===== src/rtl/m_uart_pwm_mc_pkg.sv =====
// Shared definitions for the multi-channel UART command decoder / PWM block:
// frame header bytes, body length, error codes, parser states and the
// packed layout of the 11-byte frame body (CH, period, high, times).
package m_uart_pwm_mc_pkg;

  localparam logic [7:0]  HDR0           = 8'hAA;
  localparam logic [7:0]  HDR1           = 8'h55;
  localparam int unsigned FRAME_BODY_LEN = 11;
  localparam int unsigned BODY_W         = FRAME_BODY_LEN * 8;

  typedef enum logic [1:0] {
    ERR_NONE = 2'd0,
    ERR_CS   = 2'd1,
    ERR_ARG  = 2'd2,
    ERR_TMO  = 2'd3
  } err_code_e;

  typedef enum logic [1:0] {
    ST_IDLE,
    ST_HDR2,
    ST_BODY,
    ST_CHECK
  } parse_state_e;

  // Body bytes in arrival order; the first byte (CH) ends up in the MSBs.
  typedef struct packed {
    logic [7:0]  ch;
    logic [31:0] period;
    logic [31:0] high;
    logic [15:0] times;
  } frame_body_t;

endpackage


===== src/rtl/m_uart_pwm_mc_if.sv =====
// Byte stream from the serial-to-parallel receiver.
//   i_rx_en   : one-cycle strobe, i_rx_data valid
//   i_rx_data : received byte
interface m_uart_pwm_mc_if;

  logic       i_rx_en;
  logic [7:0] i_rx_data;

  modport master (output i_rx_en, output i_rx_data);
  modport slave  (input  i_rx_en, input  i_rx_data);

endinterface


===== src/rtl/m_uart_pwm_mc_pwm_ch.sv =====
// Single PWM channel.
//   clk, rst_n   : clock, synchronous active-low reset
//   load_i       : load period/high/times this cycle (N==0 stops the channel)
//   period_i     : period in cycles
//   high_i       : high time in cycles (>= period gives constant high)
//   times_i      : number of periods to generate
//   pwm_o        : registered PWM output
//   busy_o       : registered, high while periods remain
module m_pwm_ch #(
  parameter int unsigned CNT_W   = 32,
  parameter int unsigned TIMES_W = 16
) (
  input  logic               clk,
  input  logic               rst_n,
  input  logic               load_i,
  input  logic [CNT_W-1:0]   period_i,
  input  logic [CNT_W-1:0]   high_i,
  input  logic [TIMES_W-1:0] times_i,
  output logic               pwm_o,
  output logic               busy_o
);

  logic               busy_q,  busy_d;
  logic               pwm_q,   pwm_d;
  logic [CNT_W-1:0]   phase_q, phase_d;
  logic [CNT_W-1:0]   per_q,   per_d;
  logic [CNT_W-1:0]   high_q,  high_d;
  logic [TIMES_W-1:0] rem_q,   rem_d;
  logic [CNT_W-1:0]   phase_inc;

  assign phase_inc = phase_q + CNT_W'(1);

  // Next state: a load always wins over the natural end of the last period.
  always_comb begin
    busy_d  = busy_q;
    pwm_d   = pwm_q;
    phase_d = phase_q;
    per_d   = per_q;
    high_d  = high_q;
    rem_d   = rem_q;
    if (load_i) begin
      per_d   = period_i;
      high_d  = high_i;
      rem_d   = times_i;
      phase_d = '0;
      busy_d  = (times_i != '0);
      pwm_d   = (times_i != '0) && (high_i != '0);
    end else if (busy_q) begin
      if (phase_q == per_q - CNT_W'(1)) begin
        phase_d = '0;
        rem_d   = rem_q - TIMES_W'(1);
        if (rem_q == TIMES_W'(1)) begin
          busy_d = 1'b0;
          pwm_d  = 1'b0;
        end else begin
          pwm_d  = (high_q != '0);
        end
      end else begin
        phase_d = phase_inc;
        pwm_d   = (phase_inc < high_q);
      end
    end
  end

  always_ff @(posedge clk) begin
    if (!rst_n) begin
      busy_q  <= 1'b0;
      pwm_q   <= 1'b0;
      phase_q <= '0;
      per_q   <= '0;
      high_q  <= '0;
      rem_q   <= '0;
    end else begin
      busy_q  <= busy_d;
      pwm_q   <= pwm_d;
      phase_q <= phase_d;
      per_q   <= per_d;
      high_q  <= high_d;
      rem_q   <= rem_d;
    end
  end

  assign pwm_o  = pwm_q;
  assign busy_o = busy_q;

endmodule


===== src/rtl/m_uart_pwm_mc.sv =====
// Multi-channel UART command decoder driving NUM_CH PWM channels.
// Parses 13-byte frames AA 55 CH P[4] H[4] N[2] CS (CS = XOR of CH..N0),
// with inter-byte timeout, and loads the addressed channel on success.
//   i_clk, i_rst_n : clock, synchronous active-low reset
//   rx_if          : received byte stream (i_rx_en / i_rx_data)
//   o_pwm, o_busy  : per-channel PWM output and busy flag
//   o_frame_ok     : one-cycle pulse, frame accepted and applied
//   o_frame_err    : one-cycle pulse, frame rejected
//   o_err_code     : cause of last error, held until the next error
module m_uart_pwm_mc
  import m_uart_pwm_mc_pkg::*;
#(
  parameter int unsigned NUM_CH      = 4,
  parameter int unsigned CNT_W       = 32,
  parameter int unsigned TIMES_W     = 16,
  parameter int unsigned TIMEOUT_CYC = 200000
) (
  input  logic              i_clk,
  input  logic              i_rst_n,
  m_uart_pwm_mc_if.slave    rx_if,
  output logic [NUM_CH-1:0] o_pwm,
  output logic [NUM_CH-1:0] o_busy,
  output logic              o_frame_ok,
  output logic              o_frame_err,
  output logic [1:0]        o_err_code
);

  localparam int unsigned TMO_W = $clog2(TIMEOUT_CYC + 1);
  localparam int unsigned IDX_W = 4;

  parse_state_e       state_q, state_d;
  logic [IDX_W-1:0]   idx_q,   idx_d;
  logic [BODY_W-1:0]  body_q,  body_d;
  logic [7:0]         cs_q,    cs_d;
  logic [TMO_W-1:0]   tmo_q,   tmo_d;
  logic               ok_q,    ok_d;
  logic               err_q,   err_d;
  err_code_e          code_q,  code_d;

  frame_body_t        fb;
  logic [CNT_W-1:0]   per_w;
  logic [CNT_W-1:0]   high_w;
  logic [TIMES_W-1:0] times_w;
  logic               arg_bad_c;
  logic               rx_en;
  logic [7:0]         rx_data;

  assign rx_en   = rx_if.i_rx_en;
  assign rx_data = rx_if.i_rx_data;

  // Field view of the staged body; only the low CNT_W/TIMES_W bits are used.
  assign fb        = body_q;
  assign per_w     = CNT_W'(fb.period);
  assign high_w    = CNT_W'(fb.high);
  assign times_w   = TIMES_W'(fb.times);
  assign arg_bad_c = (32'(fb.ch) >= NUM_CH) || ((per_w == '0) && (times_w != '0));

  // Parser next state, checksum, timeout and frame result.
  always_comb begin
    state_d = state_q;
    idx_d   = idx_q;
    body_d  = body_q;
    cs_d    = cs_q;
    tmo_d   = '0;
    ok_d    = 1'b0;
    err_d   = 1'b0;
    code_d  = code_q;
    unique case (state_q)
      ST_IDLE: begin
        if (rx_en && (rx_data == HDR0)) state_d = ST_HDR2;
      end
      ST_HDR2: begin
        if (rx_en) begin
          if (rx_data == HDR1) begin
            state_d = ST_BODY;
            idx_d   = '0;
            cs_d    = '0;
          end else if (rx_data != HDR0) begin
            state_d = ST_IDLE;
          end
        end
      end
      ST_BODY: begin
        if (rx_en) begin
          body_d = {body_q[BODY_W-9:0], rx_data};
          cs_d   = cs_q ^ rx_data;
          if (idx_q == IDX_W'(FRAME_BODY_LEN - 1)) state_d = ST_CHECK;
          else                                      idx_d   = idx_q + IDX_W'(1);
        end
      end
      ST_CHECK: begin
        if (rx_en) begin
          state_d = ST_IDLE;
          if (rx_data != cs_q) begin
            err_d  = 1'b1;
            code_d = ERR_CS;
          end else if (arg_bad_c) begin
            err_d  = 1'b1;
            code_d = ERR_ARG;
          end else begin
            ok_d   = 1'b1;
          end
        end
      end
      default: state_d = ST_IDLE;
    endcase
    // Idle-cycle watchdog while a frame is in progress.
    if ((state_q != ST_IDLE) && !rx_en) begin
      if (tmo_q == TMO_W'(TIMEOUT_CYC - 1)) begin
        state_d = ST_IDLE;
        err_d   = 1'b1;
        code_d  = ERR_TMO;
      end else begin
        tmo_d   = tmo_q + TMO_W'(1);
      end
    end
  end

  always_ff @(posedge i_clk) begin
    if (!i_rst_n) begin
      state_q <= ST_IDLE;
      idx_q   <= '0;
      body_q  <= '0;
      cs_q    <= '0;
      tmo_q   <= '0;
      ok_q    <= 1'b0;
      err_q   <= 1'b0;
      code_q  <= ERR_NONE;
    end else begin
      state_q <= state_d;
      idx_q   <= idx_d;
      body_q  <= body_d;
      cs_q    <= cs_d;
      tmo_q   <= tmo_d;
      ok_q    <= ok_d;
      err_q   <= err_d;
      code_q  <= code_d;
    end
  end

  assign o_frame_ok  = ok_q;
  assign o_frame_err = err_q;
  assign o_err_code  = code_q;

  // The ok pulse doubles as the load strobe; the body is still staged then.
  for (genvar g = 0; g < NUM_CH; g++) begin : g_ch
    logic load_c;
    assign load_c = ok_q && (fb.ch == 8'(g));
    m_pwm_ch #(
      .CNT_W   (CNT_W),
      .TIMES_W (TIMES_W)
    ) u_ch (
      .clk      (i_clk),
      .rst_n    (i_rst_n),
      .load_i   (load_c),
      .period_i (per_w),
      .high_i   (high_w),
      .times_i  (times_w),
      .pwm_o    (o_pwm[g]),
      .busy_o   (o_busy[g])
    );
  end

endmodule


===== src/flat_wrapper.sv =====
// flat-port wrapper written by rule: the top's interface ports become plain ports
module m_uart_pwm_mc_flat import m_uart_pwm_mc_pkg::*;
#(
  parameter int unsigned NUM_CH      = 4,
  parameter int unsigned CNT_W       = 32,
  parameter int unsigned TIMES_W     = 16,
  parameter int unsigned TIMEOUT_CYC = 200000
)
  (i_clk, i_rst_n, o_pwm, o_busy, o_frame_ok, o_frame_err, o_err_code, rx_if_i_rx_en, rx_if_i_rx_data);
  m_uart_pwm_mc_if rx_if_i ();
  input  logic i_clk;
  input  logic i_rst_n;
  output logic [NUM_CH-1:0] o_pwm;
  output logic [NUM_CH-1:0] o_busy;
  output logic o_frame_ok;
  output logic o_frame_err;
  output logic [1:0] o_err_code;
  input wire logic [$bits(rx_if_i.i_rx_en)-1:0] rx_if_i_rx_en;
  input wire logic [$bits(rx_if_i.i_rx_data)-1:0] rx_if_i_rx_data;
  assign rx_if_i.i_rx_en = rx_if_i_rx_en;
  assign rx_if_i.i_rx_data = rx_if_i_rx_data;
  m_uart_pwm_mc #(.NUM_CH(NUM_CH), .CNT_W(CNT_W), .TIMES_W(TIMES_W), .TIMEOUT_CYC(TIMEOUT_CYC)) u_core (.i_clk(i_clk), .i_rst_n(i_rst_n), .rx_if(rx_if_i), .o_pwm(o_pwm), .o_busy(o_busy), .o_frame_ok(o_frame_ok), .o_frame_err(o_frame_err), .o_err_code(o_err_code));
endmodule

===== config.mk =====
export PLATFORM = sky130hd
export DESIGN_NAME = m_uart_pwm_mc_flat
export DESIGN_NICKNAME = d
export VERILOG_FILES = /design/src/rtl/m_uart_pwm_mc_pkg.sv /design/src/rtl/m_uart_pwm_mc_if.sv /design/src/rtl/m_uart_pwm_mc_pwm_ch.sv /design/src/rtl/m_uart_pwm_mc.sv /design/src/flat_wrapper.sv
export SDC_FILE = /design/constraint.sdc
export NUM_CORES = 2
export LEC_CHECK = 0
export ABC_AREA = 1
export CAP_MARGIN = 15
export CORE_MARGIN = 1.5
export CORE_UTILIZATION = 45
export CTS_BUF_LIST = sky130_fd_sc_hd__clkbuf_8
export DETAILED_ROUTE_END_ITERATION = 8
export SLEW_MARGIN = 20
export SYNTH_ARGS = -nofsm -noshare
export SYNTH_HDL_FRONTEND = slang
export SYNTH_SLANG_ARGS = --single-unit

===== constraint.sdc =====
create_clock -name i_clk -period 3.4 [get_ports i_clk]
set_input_delay 0.68 -clock i_clk [delete_from_list [all_inputs] [get_ports i_clk]]
set_output_delay 0.68 -clock i_clk [all_outputs]
set_load 0.02 [all_outputs]

After elaboration in Yosys (flattened, before gate mapping)
Cells that the tools add are included.

storage, ports and cells
  output and inout port bits = 12
  word-level logic and storage cells = 202
  flip-flop bits (word level) = 580
  input bits = 11

cells by class
  add/sub/neg operators = 14
  bitwise gates (word level) = 5
  equality and inequality tests = 24
  reductions and logical operators = 42
  $lt $le $gt $ge = 5
  mux-type cells = 80

operator list
  cell                     count
  $mux W16                 12
  $reduce_bool A32 Y1      5
  $add A32 B1 Y32 const B  4
  $eq A32 B32 Y1           4
  $lt A32 B32 Y1           4
  $mux W32                 4
  $sub A32 B1 Y32 const B  4
  $eq A16 B1 Y1 const B    4
  $sub A16 B1 Y16 const B  4
  $mux W1                  39
  $logic_not A32 Y1        1
  $mux W2                  15
  $mux W8                  3
  $reduce_bool A2 Y1       10
  $add A18 B1 Y18 const B  1
  $eq A18 B18 Y1 const B   1
  $eq A8 B2 Y1 const B     2
  $mux W4                  4
  $pmux W8 S2              1
  $reduce_bool A16 Y1      1
  $reduce_and A2 Y1        5
  $eq A8 B1 Y1 const B     1
  $eq A8 B7 Y1 const B     1
  $eq A8 B8 Y1 const B     1
  other kinds (23)         39

Logic depth before layout (Yosys ltp)
  depth in word-level cells = 9
  depth in mapped cells = 23
  gate-level depth less buffers = 23

Cells and area by module
Synthesis repeated with hierarchy kept, for this count alone.

second synthesis, totals
  cell total of the unflattened synthesis = 5450
  area, all modules = 36174.7 µm²

modules (own cells, without submodules)
  module                               cells an instance  times used  area an instance (µm²)
  m_pwm_ch at u_core.g_ch[1].u_ch ...  1189               2           7729.9
  m_pwm_ch at u_core.g_ch[3].u_ch      1212               1           7800.0
  m_pwm_ch at u_core.g_ch[0].u_ch      1198               1           7790.0
  m_uart_pwm_mc                        662                1           5124.9

Worst setup path before layout
OpenSTA, ideal clock, no wires.

  kind = reg2reg
  start = reg u_core.g_ch[0].u_ch.phase_q[0]
  end = reg u_core.g_ch[0].u_ch.pwm_q
  required time = 3268 ps
  path buffers = 0
  stages on the path, launching flop included = 20
  slack = 540 ps
  clock period less this slack = 2860 ps
  arrival = 2727 ps
  cell sequence = dfxtp_1 -> ha_1 -> nand2_1 -> nor2_1 -> nand3_1 -> nor2_1 -> nand3_1 -> nor3_2 -> nand2_1 -> nor2_1 -> xnor2_1 -> clkinv_1 -> ha_1 -> nand4_1 -> nor4_1 -> a21oi_1 -> nand2_1 -> nand2_1 -> nand2_1 -> a21oi_1

between the ends
  longest elaborated chain between the ends = 5

ends and longest elaborated chain
  element                 line                        text
  start, declared         m_uart_pwm_mc_pwm_ch.sv:25  logic [CNT_W-1:0] phase_q, phase_d;
  start signal, assigned  m_uart_pwm_mc_pwm_ch.sv:76  phase_q <= phase_d;
  $add A32 B1 Y32         m_uart_pwm_mc_pwm_ch.sv:31  assign phase_inc = phase_q + CNT_W'(1);
  $lt A32 B32 Y1          m_uart_pwm_mc_pwm_ch.sv:60  pwm_d = (phase_inc < high_q);
  $mux W1 (*)             m_uart_pwm_mc_pwm_ch.sv:49  if (phase_q == per_q - CNT_W'(1)) begin
  $mux W1 (*)             m_uart_pwm_mc_pwm_ch.sv:48  end else if (busy_q) begin
  $mux W1 (*)             m_uart_pwm_mc_pwm_ch.sv:41  if (load_i) begin
  end signal, assigned    m_uart_pwm_mc_pwm_ch.sv:75  pwm_q <= pwm_d;
  end, declared           m_uart_pwm_mc_pwm_ch.sv:24  logic pwm_q, pwm_d;

Every way passes the cells marked *; elsewhere a longest branch is shown, timed or not. The select of a mux whose other input is x is not followed.
A chain may end at the register's enable or synchronous reset.

Worst setup path in the final report
  start = reg u_core.g_ch[1].u_ch.phase_q[0]
  end = reg u_core.g_ch[1].u_ch.pwm_q

between the ends
  longest elaborated chain between the ends = 5

ends and longest elaborated chain
  element                 line
  start, declared         m_uart_pwm_mc_pwm_ch.sv:25
  start signal, assigned  m_uart_pwm_mc_pwm_ch.sv:76
  $add A32 B1 Y32         m_uart_pwm_mc_pwm_ch.sv:31
  $lt A32 B32 Y1          m_uart_pwm_mc_pwm_ch.sv:60
  $mux W1 (*)             m_uart_pwm_mc_pwm_ch.sv:49
  $mux W1 (*)             m_uart_pwm_mc_pwm_ch.sv:48
  $mux W1 (*)             m_uart_pwm_mc_pwm_ch.sv:41
  end signal, assigned    m_uart_pwm_mc_pwm_ch.sv:75
  end, declared           m_uart_pwm_mc_pwm_ch.sv:24

Marked as above.

==> results.tsv <==
metric	value	unit
synthSimpleGateAreaFrac	0.2814	
critPathMaxFanout	6	
cp.depth	19	
dp.final_hpwl	87.10	mm
critPathCaptureType	flop	
r2r_end	u_core.g_ch[1].u_ch.pwm_o	
fin_area	39020	um2
fin_hold_ws	0.2911	ns
reg2regPathDepth	19	
die_y	281.9	um
cpLargestDelayFamily	simple AND/OR/NAND/NOR gates	
syn_inst	5218	
synth_top_family_by_area	simple AND/OR/NAND/NOR gates	
synth-compound-area-share	0.1694	
cts.clk_slew.worst_paths	0.06	ns
min_period	3.124	ns
core	77210	um2
ys_seq_elements	580	
synth_top_area_frac	0.3317	
crit_path_end	u_core.g_ch[1].u_ch.pwm_o	
first_global_vias	31250	
syn2layout_area_growth	11.46	%
place_area	36390	um2
maxSlewViolCount	0	
viasPerCell	5.452	
ios	23	
pwr_density_cell	375.3	nW/um2
drc	0	
synthTopCellsByArea	dfxtp_1, nand2_1, a21oi_1	
synth_mux_area_frac	0	
clock_skew	0.04693	ns
grt.overflow.total	0	
fmax	320.1	MHz
hp-class	input pin to flop	
grt_usage	0.2946	
critPathBufInv	2	
post-route-period-util	0.9188	
syn_area	35000	um2
path_class	flop to flop	
cts-root-buf	clkbuf_8	
cts_buffer_depth	3	
synth_fa_ha_area_frac	0.05111	
start_util	0.4534	
rrSetupSlack	0.28	ns
layout_setup_ws	0.2760	ns
grt_max_degree	191	
drive_gt1_frac	0.07951	
portBuffers	22	
fin_util	0.5053	
grt_pass1_wl	182.0	mm
dr_total_vias	34550	
die_w	281.9	um
yosysTopAreaCell	dfxtp_1	
ys_top_cells_by_count	nand2_1, a21oi_1, inv_1	
worstMarginPinSlew	1.104	ns
drv_cap	0	
h-tree-depth	3	
peakVddDrop	0.3442	mV
nets	5365	
pre_cts_ws	0.07370	ns
cts_sinks	580	
rows	102	
yosysWarnings	0	
critical_path.slowest_cell	dfxtp_2	
ys_seq_area_frac	0.3317	
setup_viol	0	
crit_required	4.00	ns
wl_per_cell	18.70	um
cts_tree	built	
crit_arrival	3.72	ns
cts_inserted_buffers	106	
slowest_delay	0.40	ns
power_leakage	17.02	nW
hold_viol	0	
synthArstFlopShare	0	
ys_types	49	
status	completed	
critPathLaunch	u_core.g_ch[1].u_ch.phase_q[0]	
antenna_found_initial	3	
synth_edf_count	0	
ant_nets	0	
total_power	14.64	mW
synth.most_common_cell	nand2_1	
gp_congestion	0.9444	
die-area	79470	um2
synth_xor_area_frac	0.07149	
crit_top_cell	nand2_1	
dr.pass1.iters	6	
wl	118.5	mm
worstSetupStartpointType	flop	
syn_nets	5372	
synth-main-ff-cell	dfxtp_1	
r2r-start	u_core.g_ch[1].u_ch.phase_q[0]	
relSlewSlack	0.2633	
syn_area_per_cell	6.708	um2
path_cells	ha_2 > nand4_1 > nor3_2 > buf_4 > nand4_1 > nor3_2 > nand2_1 > xor2_1 > ha_1 > nand4_1 > inv_1 > nand4_1 > a31o_2 > nand2_1 > a21oi_1 > nand2_1 > nand2_1 > nand2_1 > a21oi_1	
clk_latency	0.76	ns
first_iter_violations	3355	
## per-layer routing
layer,up-vias,track usage,wire [um]
met5,-,0,13
met4,2,0.09057,3466
met3,198,0.03571,7768
met2,1125,0.4624,52110
met1,16010,0.4194,55150
li1,17220,-,-
## worst min path at each step
stage	startpoint	end	cells after the start
global route	i_rst_n	u_core.state_q[0]	3
CTS	i_rst_n	u_core.body_q[8]	3
floorplan	u_core.tmo_q[0]	u_core.tmo_q[0]	1
global placement	u_core.tmo_q[0]	u_core.tmo_q[0]	1
detailed placement	u_core.tmo_q[0]	u_core.tmo_q[0]	1
finish	i_rst_n	u_core.state_q[0]	3
## worst reg2reg max path, stage by stage, from the launching register on
cell,delay [ns]
dfxtp_2,0.40
ha_2,0.23
nand4_1,0.22
nor3_2,0.24
buf_4,0.16
nand4_1,0.19
nor3_2,0.21
nand2_1,0.09
xor2_1,0.16
ha_1,0.28
nand4_1,0.07
inv_1,0.07
nand4_1,0.12
a31o_2,0.24
nand2_1,0.05
a21oi_1,0.04
nand2_1,0.07
nand2_1,0.05
nand2_1,0.05
a21oi_1,0.06
## flip-flops by register name (all words and copies together) (netlist names)
| signal | count |
|---|---|
| u_core.o_err_code | 2 |
| u_core.g_ch.u_ch.high_q | 128 |
| u_core.tmo_q | 18 |
| u_core.o_frame_err | 1 |
| u_core.o_frame_ok | 1 |
| u_core.g_ch.u_ch.busy_o | 4 |
| u_core.g_ch.u_ch.pwm_o | 4 |
| u_core.g_ch.u_ch.phase_q | 128 |
| u_core.cs_q | 8 |
| u_core.body_q | 88 |
| u_core.state_q | 2 |
| u_core.g_ch.u_ch.rem_q | 64 |
| u_core.g_ch.u_ch.per_q | 128 |
| u_core.idx_q | 4 |
## report_power, final
part | internal (mW) | leakage (nW) | switching [mW] | total [mW]
Clock | 4.40 | 1.35 | 3.25 | 7.65
Sequential | 6.80 | 4.67 | 0.0000437 | 6.80
Combinational | 0.0473 | 11.0 | 0.152 | 0.199
## through the flow
step	setup TNS (ns)	instances
2_1_floorplan	0	5218
3_5_place_dp	0	6141
6_report	0	6337
4_1_cts	0	6333
3_3_place_gp	0	6141
5_1_grt	-0.08702	6336
## cell families after synthesis
family / Yosys count
AO/OA/AOI/OAI: 1165
AND/OR/NAND/NOR: 2196
adder cells (fa/ha/maj): 143
flip-flops: 580
XOR/XNOR: 281
buffers and inverters: 853
## repair_timing
action	in CTS	in global routing
setup buffers	0	2
gates resized for setup	0	43
hold buffers	0	0
endpoints found under the setup margin	0	4
hold endpoints to repair	0	0
## cells in the final DEF (no fill, tap or decap), types with 14 or more instances in the layout
cell type,netlist,final
nand2_1,1018,1014
a21oi_1,654,654
inv_1,590,613
dfxtp_1,580,573
o21ai_0,455,455
nor2_1,446,435
nand3_1,338,335
xor2_1,172,171
ha_1,143,142
clkbuf_8,0,138
nand4_1,132,132
buf_4,9,107
xnor2_1,106,105
nor4_1,67,65
nor3_1,67,59
nor2_2,27,34
nand3b_1,29,29
nor2_4,19,23
clkdlybuf4s50_1,0,21
o21ai_1,17,17
clkinv_2,0,16
nand2_2,13,14
## layout make-up
class,count,area (um2)
antenna,2,5.005
clock buffer,137,1886
clock inverter,55,548.0
fill,7981,38200
inverter,604,2268
multi-input combinational,3785,20260
sequential,580,11620
tap,1040,1301
timing repair buffer,134,1127
Power figures use the tool's default switching activity.
